==> config.mk <==
export PLATFORM = sky130hd
export DESIGN_NAME = cam_frame_writer_flat
export DESIGN_NICKNAME = d
export VERILOG_FILES = /design/src/rtl/cam_pkg.sv /design/src/rtl/cam_frame_writer_if.sv /design/src/rtl/cam_pos_counter.sv /design/src/rtl/cam_frame_writer.sv /design/src/flat_wrapper.sv
export SDC_FILE = /design/constraint.sdc
export NUM_CORES = 1
export LEC_CHECK = 0
export CORE_ASPECT_RATIO = 0.7
export CORE_MARGIN = 1.5
export CORE_UTILIZATION = 58
export DETAILED_ROUTE_END_ITERATION = 10
export GPL_TIMING_DRIVEN = 0
export PLACE_DENSITY = 0.86
export SETUP_SLACK_MARGIN = 0.05
export SYNTH_ARGS = -nofsm -noshare
export SYNTH_HDL_FRONTEND = slang
export SYNTH_SLANG_ARGS = --single-unit
==> constraint.sdc <==
create_clock -name Clk -period 5 [get_ports Clk]
set_input_delay 1 -clock Clk [delete_from_list [all_inputs] [get_ports Clk]]
set_output_delay 1 -clock Clk [all_outputs]
set_load 0.1 [all_outputs]
==> src/rtl/cam_pkg.sv <==
// Shared constants, FSM state type and pixel helper for the camera frame-buffer writer.
package cam_pkg;

  localparam int SRC_W  = 640;
  localparam int SRC_H  = 480;
  localparam int DST_W  = 320;
  localparam int DST_H  = 240;
  localparam int ADDR_W = 17;
  localparam int CNT_W  = 10;
  localparam logic [7:0] THRESH = 8'h48;

  typedef enum logic [1:0] {
    IDLE       = 2'd0,
    WAIT_VSYNC = 2'd1,
    WAIT_FRAME = 2'd2,
    CAPTURE    = 2'd3
  } state_e;

  // Inverted ink: bright background maps to 0, dark strokes to full scale.
  function automatic logic [7:0] binarize(input logic [7:0] y, input logic [7:0] thr);
    return (y > thr) ? 8'h00 : 8'hFF;
  endfunction

endpackage

==> src/rtl/cam_frame_writer_if.sv <==
// Camera byte stream, capture control and frame-buffer write bundle.
interface cam_frame_writer_if #(
  parameter int ADDR_W = cam_pkg::ADDR_W
);
  logic              cam_pclk_en;
  logic              cam_vsync;
  logic              cam_href;
  logic [7:0]        cam_data;
  logic              capture_en;
  logic              fb_we;
  logic [ADDR_W-1:0] fb_addr;
  logic [7:0]        fb_wdata;
  logic              frame_done;
  logic              busy;
  logic [7:0]        frame_count;

  modport master (
    output cam_pclk_en, cam_vsync, cam_href, cam_data, capture_en,
    input  fb_we, fb_addr, fb_wdata, frame_done, busy, frame_count
  );

  modport slave (
    input  cam_pclk_en, cam_vsync, cam_href, cam_data, capture_en,
    output fb_we, fb_addr, fb_wdata, frame_done, busy, frame_count
  );
endinterface

==> src/rtl/cam_pos_counter.sv <==
// Tracks byte phase, camera column/row and running row base address; flags
// which strobes carry a stored pixel, end a line, or end the frame.
module cam_pos_counter #(
  parameter int SRC_W  = cam_pkg::SRC_W,
  parameter int SRC_H  = cam_pkg::SRC_H,
  parameter int DST_W  = cam_pkg::DST_W,
  parameter int ADDR_W = cam_pkg::ADDR_W
) (
  input  logic              clk_i,
  input  logic              rst_i,
  input  logic              pclk_en_i,
  input  logic              href_i,
  input  logic              vsync_i,
  input  logic              in_capture_i,
  input  logic              start_i,
  output logic              keep_o,
  output logic              line_end_o,
  output logic              frame_end_o,
  output logic [ADDR_W-1:0] addr_o
);
  import cam_pkg::*;

  logic              phase_q;
  logic [CNT_W-1:0]  col_q;
  logic [CNT_W-1:0]  row_q;
  logic [ADDR_W-1:0] base_q;
  logic              href_prev_q;
  logic              vsync_prev_q;

  always_comb begin
    keep_o      = pclk_en_i && in_capture_i && href_i && !phase_q &&
                  (col_q < CNT_W'(SRC_W)) && !col_q[0] &&
                  (row_q < CNT_W'(SRC_H)) && !row_q[0];
    line_end_o  = pclk_en_i && in_capture_i && !href_i && href_prev_q;
    frame_end_o = pclk_en_i && in_capture_i && vsync_i && !vsync_prev_q;
    addr_o      = base_q + ADDR_W'(col_q[CNT_W-1:1]);
  end

  // Column saturates at SRC_W so overlong lines can never wrap back into range.
  always_ff @(posedge clk_i) begin
    if (rst_i) begin
      phase_q      <= 1'b0;
      col_q        <= '0;
      row_q        <= '0;
      base_q       <= '0;
      href_prev_q  <= 1'b0;
      vsync_prev_q <= 1'b0;
    end else if (pclk_en_i) begin
      href_prev_q  <= href_i;
      vsync_prev_q <= vsync_i;
      if (start_i) begin
        phase_q     <= 1'b0;
        col_q       <= '0;
        row_q       <= '0;
        base_q      <= '0;
        href_prev_q <= 1'b0;
      end else if (in_capture_i) begin
        if (href_i) begin
          phase_q <= !phase_q;
          if (!phase_q && (col_q != CNT_W'(SRC_W))) begin
            col_q <= col_q + CNT_W'(1);
          end
        end else if (href_prev_q) begin
          phase_q <= 1'b0;
          col_q   <= '0;
          if (row_q < CNT_W'(SRC_H)) begin
            row_q <= row_q + CNT_W'(1);
            if (row_q[0]) begin
              base_q <= base_q + ADDR_W'(DST_W);
            end
          end
        end
      end
    end
  end

endmodule

==> src/rtl/cam_frame_writer.sv <==
// YUV422 luminance capture with 2:1 decimation into an 8-bit frame buffer.
// Optional build macro CAM_BINARIZE_EN stores thresholded (inverted) pixels.
module cam_frame_writer #(
  parameter int SRC_W  = cam_pkg::SRC_W,
  parameter int SRC_H  = cam_pkg::SRC_H,
  parameter int DST_W  = cam_pkg::DST_W,
  parameter int ADDR_W = cam_pkg::ADDR_W
`ifdef CAM_BINARIZE_EN
  , parameter logic [7:0] THRESH = cam_pkg::THRESH
`endif
) (
  input  logic          Clk,
  input  logic          Reset,
  cam_frame_writer_if.slave bus
);
  import cam_pkg::*;

  state_e            state_q;
  logic              busy_q;
  logic              frame_done_q;
  logic [7:0]        frame_count_q;
  logic              fb_we_q;
  logic [ADDR_W-1:0] fb_addr_q;
  logic [7:0]        fb_wdata_q;

  logic              in_capture_s;
  logic              start_s;
  logic              keep_s;
  logic              line_end_s;
  logic              frame_end_s;
  logic [ADDR_W-1:0] pix_addr_s;
  logic [7:0]        pix_data_s;

  assign in_capture_s = (state_q == CAPTURE);
  assign start_s      = bus.cam_pclk_en && (state_q == WAIT_FRAME) && !bus.cam_vsync;

  cam_pos_counter #(
    .SRC_W  (SRC_W),
    .SRC_H  (SRC_H),
    .DST_W  (DST_W),
    .ADDR_W (ADDR_W)
  ) u_pos (
    .clk_i        (Clk),
    .rst_i        (Reset),
    .pclk_en_i    (bus.cam_pclk_en),
    .href_i       (bus.cam_href),
    .vsync_i      (bus.cam_vsync),
    .in_capture_i (in_capture_s),
    .start_i      (start_s),
    .keep_o       (keep_s),
    .line_end_o   (line_end_s),
    .frame_end_o  (frame_end_s),
    .addr_o       (pix_addr_s)
  );

`ifdef CAM_BINARIZE_EN
  assign pix_data_s = binarize(bus.cam_data, THRESH);
`else
  assign pix_data_s = bus.cam_data;
`endif

  // Frame sequencing; a line end coinciding with vsync is already absorbed by the counter.
  always_ff @(posedge Clk) begin
    if (Reset) begin
      state_q       <= IDLE;
      busy_q        <= 1'b0;
      frame_done_q  <= 1'b0;
      frame_count_q <= 8'd0;
    end else begin
      frame_done_q <= 1'b0;
      if (bus.cam_pclk_en) begin
        case (state_q)
          IDLE: begin
            if (bus.capture_en) state_q <= WAIT_VSYNC;
          end
          WAIT_VSYNC: begin
            if (bus.cam_vsync) begin
              state_q <= WAIT_FRAME;
              busy_q  <= 1'b1;
            end
          end
          WAIT_FRAME: begin
            if (!bus.cam_vsync) state_q <= CAPTURE;
          end
          CAPTURE: begin
            if (frame_end_s) begin
              frame_done_q  <= 1'b1;
              frame_count_q <= frame_count_q + 8'd1;
              if (bus.capture_en) begin
                state_q <= WAIT_FRAME;
              end else begin
                state_q <= IDLE;
                busy_q  <= 1'b0;
              end
            end
          end
          default: begin
            state_q <= IDLE;
            busy_q  <= 1'b0;
          end
        endcase
      end
    end
  end

  always_ff @(posedge Clk) begin
    if (Reset) begin
      fb_we_q    <= 1'b0;
      fb_addr_q  <= '0;
      fb_wdata_q <= 8'd0;
    end else begin
      fb_we_q <= keep_s;
      if (keep_s) begin
        fb_addr_q  <= pix_addr_s;
        fb_wdata_q <= pix_data_s;
      end
    end
  end

  assign bus.fb_we       = fb_we_q;
  assign bus.fb_addr     = fb_addr_q;
  assign bus.fb_wdata    = fb_wdata_q;
  assign bus.frame_done  = frame_done_q;
  assign bus.busy        = busy_q;
  assign bus.frame_count = frame_count_q;

  logic unused_s;
  assign unused_s = line_end_s;

endmodule

==> src/flat_wrapper.sv <==
// flat-port wrapper written by rule: the top's interface ports become plain ports
module cam_frame_writer_flat import cam_pkg::*;
#(
  parameter int SRC_W  = cam_pkg::SRC_W,
  parameter int SRC_H  = cam_pkg::SRC_H,
  parameter int DST_W  = cam_pkg::DST_W,
  parameter int ADDR_W = cam_pkg::ADDR_W

)
  (Clk, Reset, bus_cam_pclk_en, bus_cam_vsync, bus_cam_href, bus_cam_data, bus_capture_en, bus_fb_we, bus_fb_addr, bus_fb_wdata, bus_frame_done, bus_busy, bus_frame_count);
  cam_frame_writer_if #(.ADDR_W(ADDR_W)) bus_i ();
  input  logic Clk;
  input  logic Reset;
  input wire logic [$bits(bus_i.cam_pclk_en)-1:0] bus_cam_pclk_en;
  input wire logic [$bits(bus_i.cam_vsync)-1:0] bus_cam_vsync;
  input wire logic [$bits(bus_i.cam_href)-1:0] bus_cam_href;
  input wire logic [$bits(bus_i.cam_data)-1:0] bus_cam_data;
  input wire logic [$bits(bus_i.capture_en)-1:0] bus_capture_en;
  output wire logic [$bits(bus_i.fb_we)-1:0] bus_fb_we;
  output wire logic [$bits(bus_i.fb_addr)-1:0] bus_fb_addr;
  output wire logic [$bits(bus_i.fb_wdata)-1:0] bus_fb_wdata;
  output wire logic [$bits(bus_i.frame_done)-1:0] bus_frame_done;
  output wire logic [$bits(bus_i.busy)-1:0] bus_busy;
  output wire logic [$bits(bus_i.frame_count)-1:0] bus_frame_count;
  assign bus_i.cam_pclk_en = bus_cam_pclk_en;
  assign bus_i.cam_vsync = bus_cam_vsync;
  assign bus_i.cam_href = bus_cam_href;
  assign bus_i.cam_data = bus_cam_data;
  assign bus_i.capture_en = bus_capture_en;
  assign bus_fb_we = bus_i.fb_we;
  assign bus_fb_addr = bus_i.fb_addr;
  assign bus_fb_wdata = bus_i.fb_wdata;
  assign bus_frame_done = bus_i.frame_done;
  assign bus_busy = bus_i.busy;
  assign bus_frame_count = bus_i.frame_count;
  cam_frame_writer #(.SRC_W(SRC_W), .SRC_H(SRC_H), .DST_W(DST_W), .ADDR_W(ADDR_W)) u_core (.Clk(Clk), .Reset(Reset), .bus(bus_i));
endmodule
* After elaboration in Yosys (flattened, before gate mapping) *
Cells that the tools add are included.

operators by class
  multiply operators = 0
  shift-type cells = 0
  equality and inequality tests = 11
  mux-type cells = 32
  reduce and logical (&&, ||, !) cells = 32
  $lt $le $gt $ge = 2
  div/mod/pow operators = 0
  add/sub/neg operators = 5
  bitwise gates (word level) = 2

operators with widths
  kind                   count
  $mux 17                6
  $mux 10                10
  $add 10x1->10 const B  2
  $add 17x9->17          1
  $add 17x9->17 const B  1
  $reduce_and 5->1       3
  $logic_and 1x1->1      12
  $lt 10x10->1 const B   1
  $lt 10x9->1 const B    1
  $mux 2                 5
  $ne 10x10->1 const B   1
  $reduce_bool 2->1      5
  $mux 1                 9
  $add 8x1->8 const B    1
  $ne 2x2->1 const B     4
  $pmux 2 s4             1
  $reduce_and 3->1       2
  $reduce_and 6->1       1
  $logic_not 1->1        5
  $eq 2x2->1 const B     2
  $ne 2x1->1 const B     2
  $reduce_and 4->1       1
  $ne 3x1->1 const B     1
  $reduce_bool 3->1      1
  other kinds (5)        6

word-level totals
  latch bits = 0
  output and inout bits = 36
  bits in writable memories = 0
  memory bits (read-only) = 0
  memories kept = 0
  bits in registers = 78
  word-level logic and storage cells = 97
  bits of input ports = 14

* Longest topological paths before layout *
Gate-level depths: netlist of the first run.

  depth after elaboration = 8
  depth in mapped cells = 8
  gate-level depth less buffers = 6

* Modules after synthesis *
Synthesis of the first run repeated with hierarchy kept, for this count alone.

unflattened totals
  cells, all modules = 390
  area, all modules = 3394.5 um^2

by module, submodules not included
  module            sequential area each (um^2)  times used  cells an instance  area an instance (um^2)
  cam_pos_counter   680.7                        1           247                1950.6
  cam_frame_writer  760.7                        1           143                1443.9

* Least setup slack after synthesis of the first run *
No wires, ideal clock.

  kind = input -> register
  start point = in bus_cam_href
  end point = reg u_core.u_pos.base_q[11]
  setup time = 70 ps
  arrival time = 2184 ps
  path slack = 2745 ps
  path buffers = 1
  stages = 5
  required time = 4930 ps
  cells stage by stage = nand3b_1 -> or4_1 -> buf_2 -> or3_1 -> a21oi_1

on the way
  cells in the longest elaborated chain, start to end = 2

RTL lines
  element                            line                   RTL
  start: declaration                 flat_wrapper.sv:16     input wire logic [$bits(bus_i.cam_href)-1:0] bus_cam_href;
  $ne 2x1->1 (no source line)        --
  $reduce_and 6->1 (no source line)  --
  end signal: assignment             cam_pos_counter.sv:69  base_q <= base_q + ADDR_W'(DST_W);
  end: declaration                   cam_pos_counter.sv:26  logic [ADDR_W-1:0] base_q;

Every way passes these cells.
A chain may end at the register's enable or synchronous reset.

* Worst setup path after layout of the first run *
  start point = reg u_core.frame_count_q[2], in the netlist u_core.bus.frame_count[2]
  end point = out bus_frame_count[2]

RTL lines
  element                   line                    RTL
  start: declaration        cam_frame_writer.sv:21  logic [7:0] frame_count_q;
  start signal: assignment  cam_frame_writer.sv:88  frame_count_q <= frame_count_q + 8'd1;
  end: declaration          flat_wrapper.sv:24      output wire logic [$bits(bus_i.frame_count)-1:0] bus_frame_count;

No word-level cell between the ends.

==> flow_metrics.tcl, run 1 <==
set metrics [dict create \
    holdPathStages 2 \
    num-nets-final 483 \
    hold_buffers 0 \
    cts_setup_buffers 0 \
    grt_max_degree 12 \
    ir_drop_mv 0.1885 \
    crit_fanout 5 \
    ys_warn_count 0 \
    cts_made_buffers 9 \
    ios 50 \
    num_vias 3228 \
    dp_hpwl_microns 5570 \
    final_cells 541 \
    critPathBufInv 1 \
    critical_path_class "reg -> out" \
    required_ns 4.00 \
    critical-path-max-stage-delay_ns 1.16 \
    pwr-share-seq_pct 51.2 \
    cts_resized 0 \
    pwr-share-clk_pct 44.3 \
    gp_congestion 0.9611 \
    die_x_microns 94.17 \
    maxSlewViolCount 0 \
    drtIter0Drc 189 \
    io_buffers 48 \
    fp.dieH_microns 66.82 \
    p_int_mw 0.8890 \
    antenna_found_initial 0 \
    syn_nets 424 \
    netSwitchingPower_mw 0.2402 \
    worstRegToRegCells 7 \
    detail_route.wl_per_cell_microns 14.39 \
    dieArea_sq_um 6292 \
    cpLargestDelayFamily "buffers and inverters" \
    worst_setup_path_start_kind "register" \
    drt_pass1_iterations 5 \
    start_util_pct 59.52 \
    rsz0062_at_grt "false" \
    wirelength_microns 7786 \
    grt_pass1_wl_microns 12720 \
    n_antenna_cell 0 \
    drtAntennaViolNets 0 \
    hold_viol_final 0 \
    async_flop_share_pct 0 \
    fin_skew_ns 0.007964 \
    slew_headroom_pct 34.44 \
    p_comb_share_pct 4.5 \
    cpMaxStageDelayCell "clkdlybuf4s50_1" \
    power_per_cell_area_nw_per_um2 271.2 \
    coreArea_sq_um 5669 \
    worst_slew_pin_slew_ns 0.9803 \
    clk_pin_slew_worst_paths_ns 0.07 \
    synth_edf_count 0 \
    seq_area_frac_synth_pct 42.71 \
    grt_pass1_vias 2813 \
    maxCapViolations 0 \
    std_cell_rows 23 \
    synthCells 402 \
    placed_cells 525 \
    path_depth 1 \
    fmax_ghz 0.3435 \
    finalSetupViolCount 0 \
    outcome "finished, final reports clean" \
    ys_types 50 \
    ys_ff_latch 72 \
    overflow 0 \
    final_layout_size_suffix_gt1_share_pct 6.009 \
    vias_per_cell 5.967 \
    clkLatencyLatePin_ns 0.35 \
    final_cell_mix "dfxtp_1 (72), nand2_1 (48), clkdlybuf4s50_1 (48), a21oi_1 (38), nor2_1 (34)" \
    crit_chain "clkdlybuf4s50_1" \
    grt_use_total_pct 26.30 \
    p_sw_share_pct 21.27 \
    fin_crit_ns 2.911 \
    synthFlopType "dfxtp_1" \
    arrival_ns 1.91 \
    period_share_pct 58.22 \
    clock-root-buffer "clkbuf_8" \
    cp-end-kind "output port" \
    clkSinkCount 72 \
    clk_path_buf_depth 2 \
    htreeDepth 3 \
    setup_tns_ns 0 \
    layout_commonest_cell "dfxtp_1" \
    cts_tree "done" \
    holdCritPathClass "reg -> reg" \
    avgSynthCellArea_sq_um 8.394 \
    drc 0 \
    p_leak_nw 1.406 \
    area_delta_synth_final_pct 23.36 \
    syn_area_sq_um 3374 \
]
-- cells by family (layout without fill, tap and decap cells) --
group                    Yosys count  count (layout)  synth area share (%)
adder cells (fa/ha/maj)            8               8                 2.966
flip-flops                        72              72                 42.71
buffers and inverters             32              96                 4.115
multiplexers                       9               9                 2.670
AND/OR/NAND/NOR                  177             177                 27.48
AO/OA/AOI/OAI                     88              88                 15.91
XOR/XNOR                          16              16                 4.153
-- cell type report --
type | instances | area (sq um)
Buffer | 23 | 105.1
Clock buffer | 13 | 148.9
Clock inverter | 3 | 65.06
Fill cell | 436 | 1506
Inverter | 9 | 33.78
Multi-Input combinational cell | 298 | 1794
Sequential cell | 72 | 1441
Tap cell | 75 | 93.84
Timing Repair Buffer | 48 | 480.5
-- Yosys cell counts, types with 6 or more instances --
master / instances / share of area, %
dfxtp_1: 72 / 43
a211oi_1: 8 / 1.8
o21ai_0: 20 / 3.0
nor3_1: 6 / 0.89
nand3b_1: 8 / 1.8
inv_1: 8 / 0.89
xor2_1: 8 / 2.1
nand4_1: 14 / 2.6
nand3_1: 21 / 3.1
nand2_1: 48 / 5.3
or3_1: 16 / 3.0
nor2_1: 34 / 3.8
xnor2_1: 8 / 2.1
buf_2: 9 / 1.3
a21oi_1: 38 / 5.6
a311oi_1: 6 / 1.6
ha_1: 8 / 3.0
mux2i_1: 9 / 2.7
clkbuf_1: 12 / 1.3
-- stage by stage --
stage                     utilization, %  worst slack (ns)  total power [mW]  hold slack [ns]  instance area (sq um)
after floorplan                        -             2.745            0.6194           0.4358                   3374
final                              73.43             2.089             1.129           0.4519                   4163
after global placement             69.65             1.900            0.6393           0.4408                   3949
after CTS                          73.43             2.075             1.135           0.4525                   4163
after global routing               73.43             1.966             1.165           0.4829                   4163
after detailed placement           69.65             1.857            0.6404           0.4423                   3949
-- power by group through the flow --
stage | clock network, mW | registers [mW] | logic [mW]
detailed placement | 0 | 0.591 | 0.0496
global placement | 0 | 0.591 | 0.0486
global route | 0.532 | 0.578 | 0.0553
finish | 0.501 | 0.578 | 0.0507
floorplan | 0 | 0.594 | 0.0254
CTS | 0.508 | 0.578 | 0.0501
-- per-layer routing --
layer  track usage (%)  vias up  part of all wire, %
li1                  -     1582                    -
met2             40.29      116                   45
met5                 0        -                    0
met1             34.71     1513                   46
met4             10.26        0                  1.5
met3             7.877       17                  6.8
-- registers in the layout, summed over array words and instances, names as in the netlist --
register and cells:
u_core.bus.frame_done 1, u_core.u_pos.row_q 10, u_core.u_pos.base_q 11, u_core.u_pos.phase_q 1, u_core.bus.fb_addr 17, u_core.u_pos.href_prev_q 1
u_core.bus.fb_we 1, u_core.state_q 2, u_core.bus.fb_wdata 8, u_core.bus.frame_count 8, u_core.u_pos.vsync_prev_q 1, u_core.bus.busy 1
u_core.u_pos.col_q 10
-- worst reg2reg max path, cell delays in order, from the launching register on --
cell and delay, ns:
dfxtp_1 0.48, inv_1 0.10, ha_1 0.20, nor4bb_1 0.15
a41o_1 0.25, buf_2 0.18, a2111oi_0 0.53, mux2i_1 0.24
-- final timing paths --
check / startpoint / endpoint / slack, ns
worst max-delay path: u_core.bus.frame_count[2]$_SDFFE_PP0P_ / bus_frame_count[2] / 2.09
worst min-delay path: u_core.bus.fb_addr[8]$_SDFFE_PP0P_ / u_core.bus.fb_addr[8]$_SDFFE_PP0P_ / 0.45
worst max register to register: u_core.u_pos.col_q[0]$_SDFFE_PP0P_ / u_core.u_pos.col_q[5]$_SDFFE_PP0P_ / 2.80
worst min register to register: u_core.bus.fb_addr[8]$_SDFFE_PP0P_ / u_core.bus.fb_addr[8]$_SDFFE_PP0P_ / 0.45
No activity file was read; power rests on OpenSTA's default activity.
==> run 2, diff against run 1 <==
CORE_UTILIZATION = 54   (was 58)
PLACE_DENSITY = 0.81   (was 0.86)
clock period = 2.8 ns   (was 5 ns; I/O delays follow)
==> flow_metrics.tcl, run 2 (same netlist as run 1, synthesis figures left out) <==
set metrics [dict create \
    outcome "finished, final reports clean" \
    wirelength_microns 8219 \
    drtAntennaViolNets 0 \
    overflow 0 \
    cts_tree "done" \
    setup_tns_ns 0 \
    dieArea_sq_um 6740 \
    final_layout_size_suffix_gt1_share_pct 6.652 \
    fp.dieH_microns 69.14 \
    p_leak_nw 1.418 \
    holdCritPathClass "reg -> reg" \
    power_per_cell_area_nw_per_um2 507.2 \
    cp-end-kind "output port" \
    p_sw_share_pct 22.23 \
    die_x_microns 97.49 \
    place_area_sq_um 3949 \
    cts_setup_buffers 0 \
    grt_pass1_wl_microns 13950 \
    fin_ws_ns 0.3239 \
    maxSlewViolCount 0 \
    slew_headroom_pct 32.80 \
    clk_pin_slew_worst_paths_ns 0.08 \
    critical-path-max-stage-delay_ns 1.16 \
    cts_made_buffers 9 \
    fmax_ghz 0.4039 \
    required_ns 2.24 \
    cpMaxStageDelayCell "clkdlybuf4s50_1" \
    grt_pass1_vias 2952 \
    final_cell_mix "dfxtp_1 (72), nand2_1 (48), clkdlybuf4s50_1 (48), a21oi_1 (38), nor2_1 (34)" \
    detail_route.wl_per_cell_microns 15.19 \
    num_vias 3157 \
    grt_max_degree 14 \
    fin_crit_ns 2.476 \
    period_share_pct 88.43 \
    cpLargestDelayFamily "buffers and inverters" \
    cts_resized 0 \
    ir_drop_mv 0.2752 \
    pwr-share-clk_pct 47.3 \
    clock-root-buffer "clkbuf_8" \
    p_int_mw 1.654 \
    maxCapViolations 0 \
    gp_congestion 0.8284 \
    start_util_pct 57.48 \
    crit_chain "clkdlybuf4s50_1" \
    area_delta_synth_final_pct 24.25 \
    n_antenna_cell 0 \
    fin_area_sq_um 4193 \
    layout_commonest_cell "dfxtp_1" \
    drt_pass1_iterations 5 \
    fin_skew_ns 0.009132 \
    drtIter0Drc 178 \
    pwr-share-seq_pct 48.5 \
    worst_setup_path_start_kind "register" \
    critPathBufInv 1 \
    io_buffers 48 \
    netSwitchingPower_mw 0.4728 \
    clk_path_buf_depth 2 \
    worst_slew_pin_slew_ns 1.005 \
    whs_ns 0.4562 \
    arrival_ns 1.92 \
    coreArea_sq_um 5871 \
    finalSetupViolCount 0 \
    hold_viol_final 0 \
    clkLatencyLatePin_ns 0.36 \
    p_comb_share_pct 4.3 \
    pre_cts_ws_ns 0.05669 \
    dp_hpwl_microns 5729 \
    drc 0 \
    clkSinkCount 72 \
    critical_path_class "reg -> out" \
    rsz0062_at_grt "false" \
    antenna_found_initial 0 \
    std_cell_rows 23 \
    num-nets-final 483 \
    htreeDepth 3 \
    vias_per_cell 5.835 \
    hold_buffers 0 \
    crit_fanout 5 \
    largest_register_ffs 17 \
    ios 50 \
    grt_use_total_pct 25.54 \
]
[run 2: cell count changes in the layout (fill, tap and decap cells not counted)]
cell	previous run	this run
clkinvlp_4	0	1
clkbuf_1	15	12
clkinv_4	0	2
bufinv_16	2	3
clkbuf_8	10	9
[run 2: final cells by class]
class	count	area, sq um
sequential	72	1441
timing repair buffer	48	480.5
buffer	23	105.1
multi-input combinational	298	1794
tap	75	93.84
clock inverter	7	120.1
inverter	9	33.78
fill	476	1678
clock buffer	9	123.9
[run 2: metrics by stage]
| step | cells | util (%) | power [mW] |
|---|---|---|---|
| floorplan | 402 | - | 1.106 |
| global placement | 525 | 67.26 | 1.142 |
| detailed placement | 525 | 67.26 | 1.144 |
| CTS | 541 | 71.42 | 2.134 |
| global route | 541 | 71.42 | 2.183 |
| finish | 541 | 71.42 | 2.126 |
[run 2: layer usage]
layer	wire length [microns]	global-route usage [%]	up-vias
met5	0	0	-
met4	80	8.254	0
met3	534	7.201	8
met2	3587	38.27	90
met1	4016	35.58	1482
li1	-	-	1577
[run 2: worst paths after layout]
| kind | start | to | slack, ns | cells after the start |
|---|---|---|---|---|
| min reg2reg | u_core.bus.fb_wdata[4]$_SDFFE_PP0P_ | u_core.bus.fb_wdata[4]$_SDFFE_PP0P_ | 0.46 | 2 |
| min | u_core.bus.fb_wdata[4]$_SDFFE_PP0P_ | u_core.bus.fb_wdata[4]$_SDFFE_PP0P_ | 0.46 | 2 |
| max reg2reg | u_core.u_pos.col_q[0]$_SDFFE_PP0P_ | u_core.u_pos.col_q[5]$_SDFFE_PP0P_ | 0.58 | 7 |
| max | u_core.bus.frame_count[2]$_SDFFE_PP0P_ | bus_frame_count[2] | 0.32 | 1 |
[run 2: power groups by stage]
stage	combinational, mW	sequential, mW	clock (mW)
after global routing	0.0993	1.03	1.05
after global placement	0.0875	1.05	0
after floorplan	0.0453	1.06	0
final	0.0906	1.03	1.01
after CTS	0.0901	1.03	1.01
after detailed placement	0.0890	1.05	0
[run 2: worst min-delay path, cell delays in order (launching register included)]
cell	delay (ns)
dfxtp_1	0.31
nand2_1	0.05
a21oi_1	0.05
